File: config.mk
export PLATFORM = sky130hd
export DESIGN_NAME = commit_trace_serializer
export DESIGN_NICKNAME = d
export VERILOG_FILES = /design/src/rtl/commit_trace_serializer.sv
export SDC_FILE = /design/constraint.sdc
export NUM_CORES = 2
export LEC_CHECK = 0
export BUFFER_PORTS_ARGS = -buffer_cell sky130_fd_sc_hd__buf_4
export CAP_MARGIN = 10
export CELL_PAD_IN_SITES_DETAIL_PLACEMENT = 1
export CELL_PAD_IN_SITES_GLOBAL_PLACEMENT = 1
export CORE_UTILIZATION = 23
export CTS_CLUSTER_SIZE = 40
export DETAILED_ROUTE_END_ITERATION = 7
export PLACE_DENSITY = 0.49
export SETUP_SLACK_MARGIN = 0.02
export SLEW_MARGIN = 0
export SYNTH_ARGS = -nofsm -noshare
export SYNTH_HDL_FRONTEND = slang
export SYNTH_SLANG_ARGS = --single-unit
File: constraint.sdc
create_clock -name clock -period 41 [get_ports clock]
set_input_delay 12.3 -clock clock [delete_from_list [all_inputs] [get_ports clock]]
set_output_delay 12.3 -clock clock [all_outputs]
set_load 0.02 [all_outputs]
File: src/rtl/commit_trace_serializer.sv
// commit_trace_serializer
//
// Turns the 2-wide retire stream of the core into a 1-wide, program-ordered
// trace stream with a valid/ready handshake. Retirement cannot be stalled, so
// a circular buffer absorbs bursts. A commit group that does not fit in the
// free space is dropped as a whole, and the sticky overflow flag is raised.
// Every accepted instruction is stamped with a dense 64-bit retire sequence
// number.
//
// Optional feature (macro COMMIT_TRACE_DROP_CNT_EN): adds a 32-bit saturating
// drop_cnt output. It counts every instruction lost to a rejected group.
//
// Ports:
//   clock, reset                  core clock, synchronous active-high reset
//   hartid                        hart id, forwarded live on trace_hartid
//   commit_arch_valids_0/1        slot 0 / slot 1 retire this cycle
//   commit_uops_{0,1}_ldst        destination logical register
//   commit_uops_{0,1}_dst_rtype   destination register type
//   commit_uops_{0,1}_debug_pc    instruction PC
//   commit_uops_{0,1}_debug_wdata writeback data
//   commit_uops_{0,1}_debug_inst  instruction bits
//   trace_valid / trace_ready     head-beat handshake
//   trace_hartid, trace_pc, trace_inst, trace_wdata, trace_ldst,
//   trace_rtype, trace_seq        fields of the head beat
//   level                         current buffer occupancy
//   drop_cnt                      (optional) instructions dropped, saturating
//   overflow                      sticky: at least one group was dropped

module commit_trace_serializer #(
  parameter int DEPTH  = 8,
  parameter int ADDR_W = 40,
  parameter int XLEN   = 64,
  parameter int LREG_W = 5
) (
  input  logic                     clock,
  input  logic                     reset,
  input  logic [7:0]               hartid,
  input  logic                     commit_arch_valids_0,
  input  logic                     commit_arch_valids_1,
  input  logic [LREG_W-1:0]        commit_uops_0_ldst,
  input  logic [LREG_W-1:0]        commit_uops_1_ldst,
  input  logic [2:0]               commit_uops_0_dst_rtype,
  input  logic [2:0]               commit_uops_1_dst_rtype,
  input  logic [ADDR_W-1:0]        commit_uops_0_debug_pc,
  input  logic [ADDR_W-1:0]        commit_uops_1_debug_pc,
  input  logic [XLEN-1:0]          commit_uops_0_debug_wdata,
  input  logic [XLEN-1:0]          commit_uops_1_debug_wdata,
  input  logic [31:0]              commit_uops_0_debug_inst,
  input  logic [31:0]              commit_uops_1_debug_inst,
  output logic                     trace_valid,
  input  logic                     trace_ready,
  output logic [7:0]               trace_hartid,
  output logic [ADDR_W-1:0]        trace_pc,
  output logic [31:0]              trace_inst,
  output logic [XLEN-1:0]          trace_wdata,
  output logic [LREG_W-1:0]        trace_ldst,
  output logic [2:0]               trace_rtype,
  output logic [63:0]              trace_seq,
  output logic [$clog2(DEPTH):0]   level,
`ifdef COMMIT_TRACE_DROP_CNT_EN
  output logic [31:0]              drop_cnt,
`endif
  output logic                     overflow
);

  localparam int PTR_W = $clog2(DEPTH);
  localparam int CNT_W = PTR_W + 1;

  typedef struct packed {
    logic [ADDR_W-1:0] pc;
    logic [31:0]       inst;
    logic [XLEN-1:0]   wdata;
    logic [LREG_W-1:0] ldst;
    logic [2:0]        rtype;
    logic [63:0]       seq;
  } entry_t;

  entry_t            mem [DEPTH];
  logic [PTR_W-1:0]  wr_ptr;
  logic [PTR_W-1:0]  rd_ptr;
  logic [CNT_W-1:0]  count;
  logic [63:0]       seq_ctr;
  logic              overflow_q;

  logic [1:0]        push_n;
  logic [CNT_W-1:0]  free_slots;
  logic              accept;
  logic              reject;
  logic              pop;
  logic [PTR_W-1:0]  slot1_addr;
  logic [63:0]       slot1_seq;
  entry_t            slot0_entry;
  entry_t            slot1_entry;
  entry_t            head;

  // Admission is judged on the occupancy at the start of the cycle only, so a
  // pop happening in the same cycle never makes room for this cycle's group.
  // Slot 1 is compacted down onto slot 0's position when slot 0 is idle.
  always_comb begin
    push_n     = {1'b0, commit_arch_valids_0} + {1'b0, commit_arch_valids_1};
    free_slots = CNT_W'(DEPTH) - count;
    accept     = (push_n != 2'd0) && (free_slots >= {{(CNT_W-2){1'b0}}, push_n});
    reject     = (push_n != 2'd0) && !accept;
    pop        = (count != '0) && trace_ready;
    slot1_addr = commit_arch_valids_0 ? (wr_ptr + PTR_W'(1)) : wr_ptr;
    slot1_seq  = commit_arch_valids_0 ? (seq_ctr + 64'd1) : seq_ctr;

    slot0_entry.pc    = commit_uops_0_debug_pc;
    slot0_entry.inst  = commit_uops_0_debug_inst;
    slot0_entry.wdata = commit_uops_0_debug_wdata;
    slot0_entry.ldst  = commit_uops_0_ldst;
    slot0_entry.rtype = commit_uops_0_dst_rtype;
    slot0_entry.seq   = seq_ctr;

    slot1_entry.pc    = commit_uops_1_debug_pc;
    slot1_entry.inst  = commit_uops_1_debug_inst;
    slot1_entry.wdata = commit_uops_1_debug_wdata;
    slot1_entry.ldst  = commit_uops_1_ldst;
    slot1_entry.rtype = commit_uops_1_dst_rtype;
    slot1_entry.seq   = slot1_seq;
  end

  // Storage carries no reset; occupancy alone decides which entries are live.
  // Commits seen while reset is asserted are not written.
  always_ff @(posedge clock) begin
    if (!reset && accept) begin
      if (commit_arch_valids_0) mem[wr_ptr] <= slot0_entry;
      if (commit_arch_valids_1) mem[slot1_addr] <= slot1_entry;
    end
  end

  // Pointer, occupancy, sequence and overflow bookkeeping. Pointers wrap
  // naturally because their width is log2(DEPTH).
  always_ff @(posedge clock) begin
    if (reset) begin
      wr_ptr     <= '0;
      rd_ptr     <= '0;
      count      <= '0;
      seq_ctr    <= '0;
      overflow_q <= 1'b0;
    end else begin
      if (accept) begin
        wr_ptr  <= wr_ptr + PTR_W'(push_n);
        seq_ctr <= seq_ctr + 64'(push_n);
      end
      if (pop) rd_ptr <= rd_ptr + PTR_W'(1);
      if (reject) overflow_q <= 1'b1;
      count <= count + (accept ? {{(CNT_W-2){1'b0}}, push_n} : '0)
                     - {{(CNT_W-1){1'b0}}, pop};
    end
  end

`ifdef COMMIT_TRACE_DROP_CNT_EN
  logic [31:0] drop_cnt_q;
  logic [32:0] drop_sum;

  assign drop_sum = {1'b0, drop_cnt_q} + 33'(push_n);

  // Counts instructions rather than groups, and sticks at all-ones.
  always_ff @(posedge clock) begin
    if (reset) begin
      drop_cnt_q <= '0;
    end else if (reject) begin
      drop_cnt_q <= drop_sum[32] ? 32'hFFFF_FFFF : drop_sum[31:0];
    end
  end

  assign drop_cnt = drop_cnt_q;
`endif

  assign head         = mem[rd_ptr];
  assign trace_valid  = (count != '0);
  assign trace_hartid = hartid;
  assign trace_pc     = head.pc;
  assign trace_inst   = head.inst;
  assign trace_wdata  = head.wdata;
  assign trace_ldst   = head.ldst;
  assign trace_rtype  = head.rtype;
  assign trace_seq    = head.seq;
  assign level        = count;
  assign overflow     = overflow_q;

endmodule
== Yosys cells after proc, flatten, opt, wreduce, memory -nomap -nowiden ==
Memory sizes are Yosys's and may differ from the RTL's. A register that Yosys moved wholly into a read port is not among the register bits.
Index checks and enable logic that the tools add are counted.
Storage, ports and cells
  bits in registers: 75
  RAM bits: 1664
  bits of input ports: 301
  output and inout bits: 222
  logic and storage cells: 35
  memories kept: 1
Memories
  mem: depth 8, bits a word 208, read ports 1, clocked after Yosys merged registers in 1, wr ports 2, RTL line 78  | entry_t mem [DEPTH];
Operators by class
  add/subtract/negate cells: 9
  magnitude comparators: 1
  multiplexer cells: 11
  reduce and logical (&&, ||, !) cells: 8
Operator list (number)
  64-bit by 1-bit adder with 64-bit output (second input constant): 1
  64-bit by 2-bit adder with 64-bit output: 1
  64-bit two-way mux: 1
  3-bit two-way mux: 3
  3-bit by 1-bit adder with 3-bit output (second input constant): 2
  1-bit two-way mux: 6
  4-bit by 2-bit adder with 4-bit output: 1
  4-bit by 2-bit >= comparator with 1-bit output: 1
  1-bit logical AND: 4
  4-bit nonzero test: 1
  4-bit by 1-bit subtractor with 4-bit output: 1
  4-bit subtractor (first input constant): 1
  3-bit by 2-bit adder with 3-bit output: 1
  1-bit by 1-bit adder with 2-bit output: 1
  1-bit zero test: 2
  2-bit two-way mux: 1
  2-bit nonzero test: 1

== Longest topological paths before layout ==
  depth in word-level cells: 6
  gate-level depth with buffers: 16
  depth with buffers taken out: 15

== Least setup slack after synthesis ==
No wires, ideal clock.
  path type: input -> register
  from: in commit_arch_valids_0
  to: mem mem[0][0] (netlist bit), enable pin
  setup time: 1.337 ns
  arrival time: 34.665 ns
  data required time: 39.663 ns
  setup slack: 4.998 ns
  stages: 9
  buffers on the path: 1
  cell sequence: buf_2 -> inv_1 -> ha_1 -> ha_1 -> nand2b_1 -> a211o_1 -> o21ai_0 -> or3_1 -> o41ai_1
RTL lines
  start, declared: RTL line 38  | input logic commit_arch_valids_0,
  end, declared: RTL line 78

== Worst setup path in the final report ==
  from: in hartid[4]
  to: out trace_hartid[4]
RTL lines
  start, declared: RTL line 37  | input logic [7:0] hartid,
  end, declared: RTL line 52  | output logic [7:0] trace_hartid,
No word-level cell between the ends.

==> flow_summary.toml <==
[run_status]
outcome = "finished with violations"
violations = "DRC"

[yosys]
synth-seq-cells = 1742
yosysTopAreaCell = "edfxtp_1"
avgSynthCellArea_um2 = 10.9
ys_seq_area_share_pct = 57.2
netlist_area_um2 = 90000
synth_edf_count = 1664
synth_nets = 8599
synth_top_cell_area_share_pct = 55.5
synth_flop_cell = "edfxtp_1"
yosys_warnings = 0
synth_cells = 8278
yosys-top-cells-area = "edfxtp_1, nand2_1, mux4_2, xnor2_1, mux2_2"
synth.distinct_cells = 55
async_flop_share_pct = 0

[timing]
maxSlewViolCount = 0
report.final.setup_viol = 0
rsz0062_at_grt = "false"
slew_headroom_pct = 19.4
tns_ns = 0
fin_crit_ns = 24.60
finClkSkew_ns = 0.0911
worst_slew_pin_slew_ns = 1.21
fmax_mhz = 40.7
whs_ns = 0.533
period_share_pct = 60.0
hold_violations = 0

[floorplan]
ios = 523
core-area_um2 = 389000
chipHeight_um = 628
dieArea_um2 = 394000
rows = 229
die_w_um = 628
start_util_pct = 23.1

[placed_design]
place.gp.congestion = 0.796
post-dp-hpwl_mm = 207
port-buffer-count = 506
postPlaceCellArea_um2 = 97700
dp_cells = 13300

[power]
power_density_nw_per_um2 = 53.6
irDropWorstVdd_mv = 0.0488
power_mw = 5.62
leakagePower_nw = 37.5

[global_route]
grt_pass1_vias = 67200
grt_pass1_wl_mm = 512
grt_usage_pct = 18.1
grt_remaining_overflow = 0
grt_antenna_before_repair = 63
grt_max_degree = 110

[setup_path]
worstPathMaxFanout = 1
critical_path_class = "in2out"
critPathArrivalTime_ns = 12.30
crit_path_start_kind = "primary input"
required_ns = 28.70
endpoint_kind = "output pin"

[hold_path]
hp-class = "reg2reg"

[clock_tree]
clockBufferDepth = 4
cts_tree = "yes"
cts_resized = 0
numCtsBuffers = 217
htreeDepth = 4
clock-root-buffer = "clkbuf_16"
cts_setup_buffers = 0
clock-sinks = 1742
clock_latency_ns = 0.98
postCtsHoldBufs = 0
path_clk_slew_ns = 0.06

[cells_and_area]
syn2layout_area_growth_pct = 16.3
final_nets = 8608
fill_cells = 43300
layout.cells.most_common = "nand2_1"
layout.cells.non_filler = 13700
drive_gt1_share_pct = 19.2
final_cell_mix = "nand2_1, edfxtp_1, buf_4"
final_cell_area_um2 = 105000

[routing]
routed_via_density = 4.62
drc = 87
drtIter0Drc = 4433
first_pass_iters = 8
wl_per_cell_um = 26.6
finalWirelength_mm = 364
ant_nets = 0
num_vias = 63300

[run]
max_cap_violations = 0
synthesized netlist by cell type (3+ instances only):
cell	instances
nor4_1	26
or3_1	26
inv_2	3
and3_1	21
buf_1	203
nand4_1	37
nor3_1	49
nor4_2	3
dfxtp_1	78
mux2_2	209
o21ai_0	29
buf_2	150
nor2b_1	11
xor2_1	85
edfxtp_1	1664
nand2_1	3925
a21o_1	3
fa_1	3
a21oi_1	22
and4_1	8
or2_2	4
and2_1	3
buf_4	148
nand3_1	50
nand2b_1	4
mux4_2	416
or4_1	7
clkbuf_1	344
o211ai_1	9
ha_1	17
xnor2_1	462
inv_1	24
o31ai_1	3
nor3_2	6
nor2_1	196
cell families after synthesis:
logic type      Yosys count  share of synthesized area, %
flops                  1742                          57.2
mux                     628                          13.1
buf+inv                 872                          4.46
compound gates           79                         0.518
fa+ha+maj                20                         0.303
simple gates           4390                          19.1
xor+xnor                547                          5.32
power by group:
part	internal (mW)	switching (mW)	leakage (nW)	total, mW
Combinational	0.570	0.934	18.5	1.50
Sequential	2.13	0.0547	15.6	2.19
Clock	1.08	0.843	3.38	1.92
worst paths after layout:
check                                             from                     to  slack, ns  depth (start not counted)
worst max-delay path                         hartid[4]        trace_hartid[4]      16.40                          0
worst min register to register  rd_ptr[1]$_SDFFE_PP0P_               register       0.53                          2
worst min-delay path            rd_ptr[1]$_SDFFE_PP0P_               register       0.53                          2
worst max register to register     level[0]$_SDFF_PP0_  mem[1][176]$_DFFE_PP_      34.68                         10
per-layer routing:
metal / vias up / track usage, % / wire (µm)
met2: 1535 / 31.7 / 182000
met4: 46 / 4.79 / 9960
li1: 27900 / - / -
met1: 33200 / 22.9 / 153000
met5: - / 0 / 309
met3: 533 / 3.05 / 19300
per-stage QoR:
step	utilization, %	setup slack, ns
floorplan	-	5.00
global placement	25.1	16.40
detailed placement	25.1	16.40
CTS	26.9	16.40
global route	26.9	16.40
finish	26.9	16.40
flip-flops by register name, indices dropped and copies added (netlist names), named ones only:
name	cells
level	4
mem	1664
overflow	1
rd_ptr	3
seq_ctr	64
wr_ptr	3
final cells by class:
cell class	instances	area (µm²)	area share [%]
Sequential cell	1742	51500	49.2
Multi-Input combinational cell	5664	34700	33.2
Tap cell	5197	6500	6.21
Clock buffer	280	5780	5.52
Timing Repair Buffer	635	4880	4.66
Clock inverter	122	1130	1.08
Inverter	27	101	0.0968
Antenna cell	22	55.1	0.0526
No activity file was read; power rests on OpenSTA's default activity.
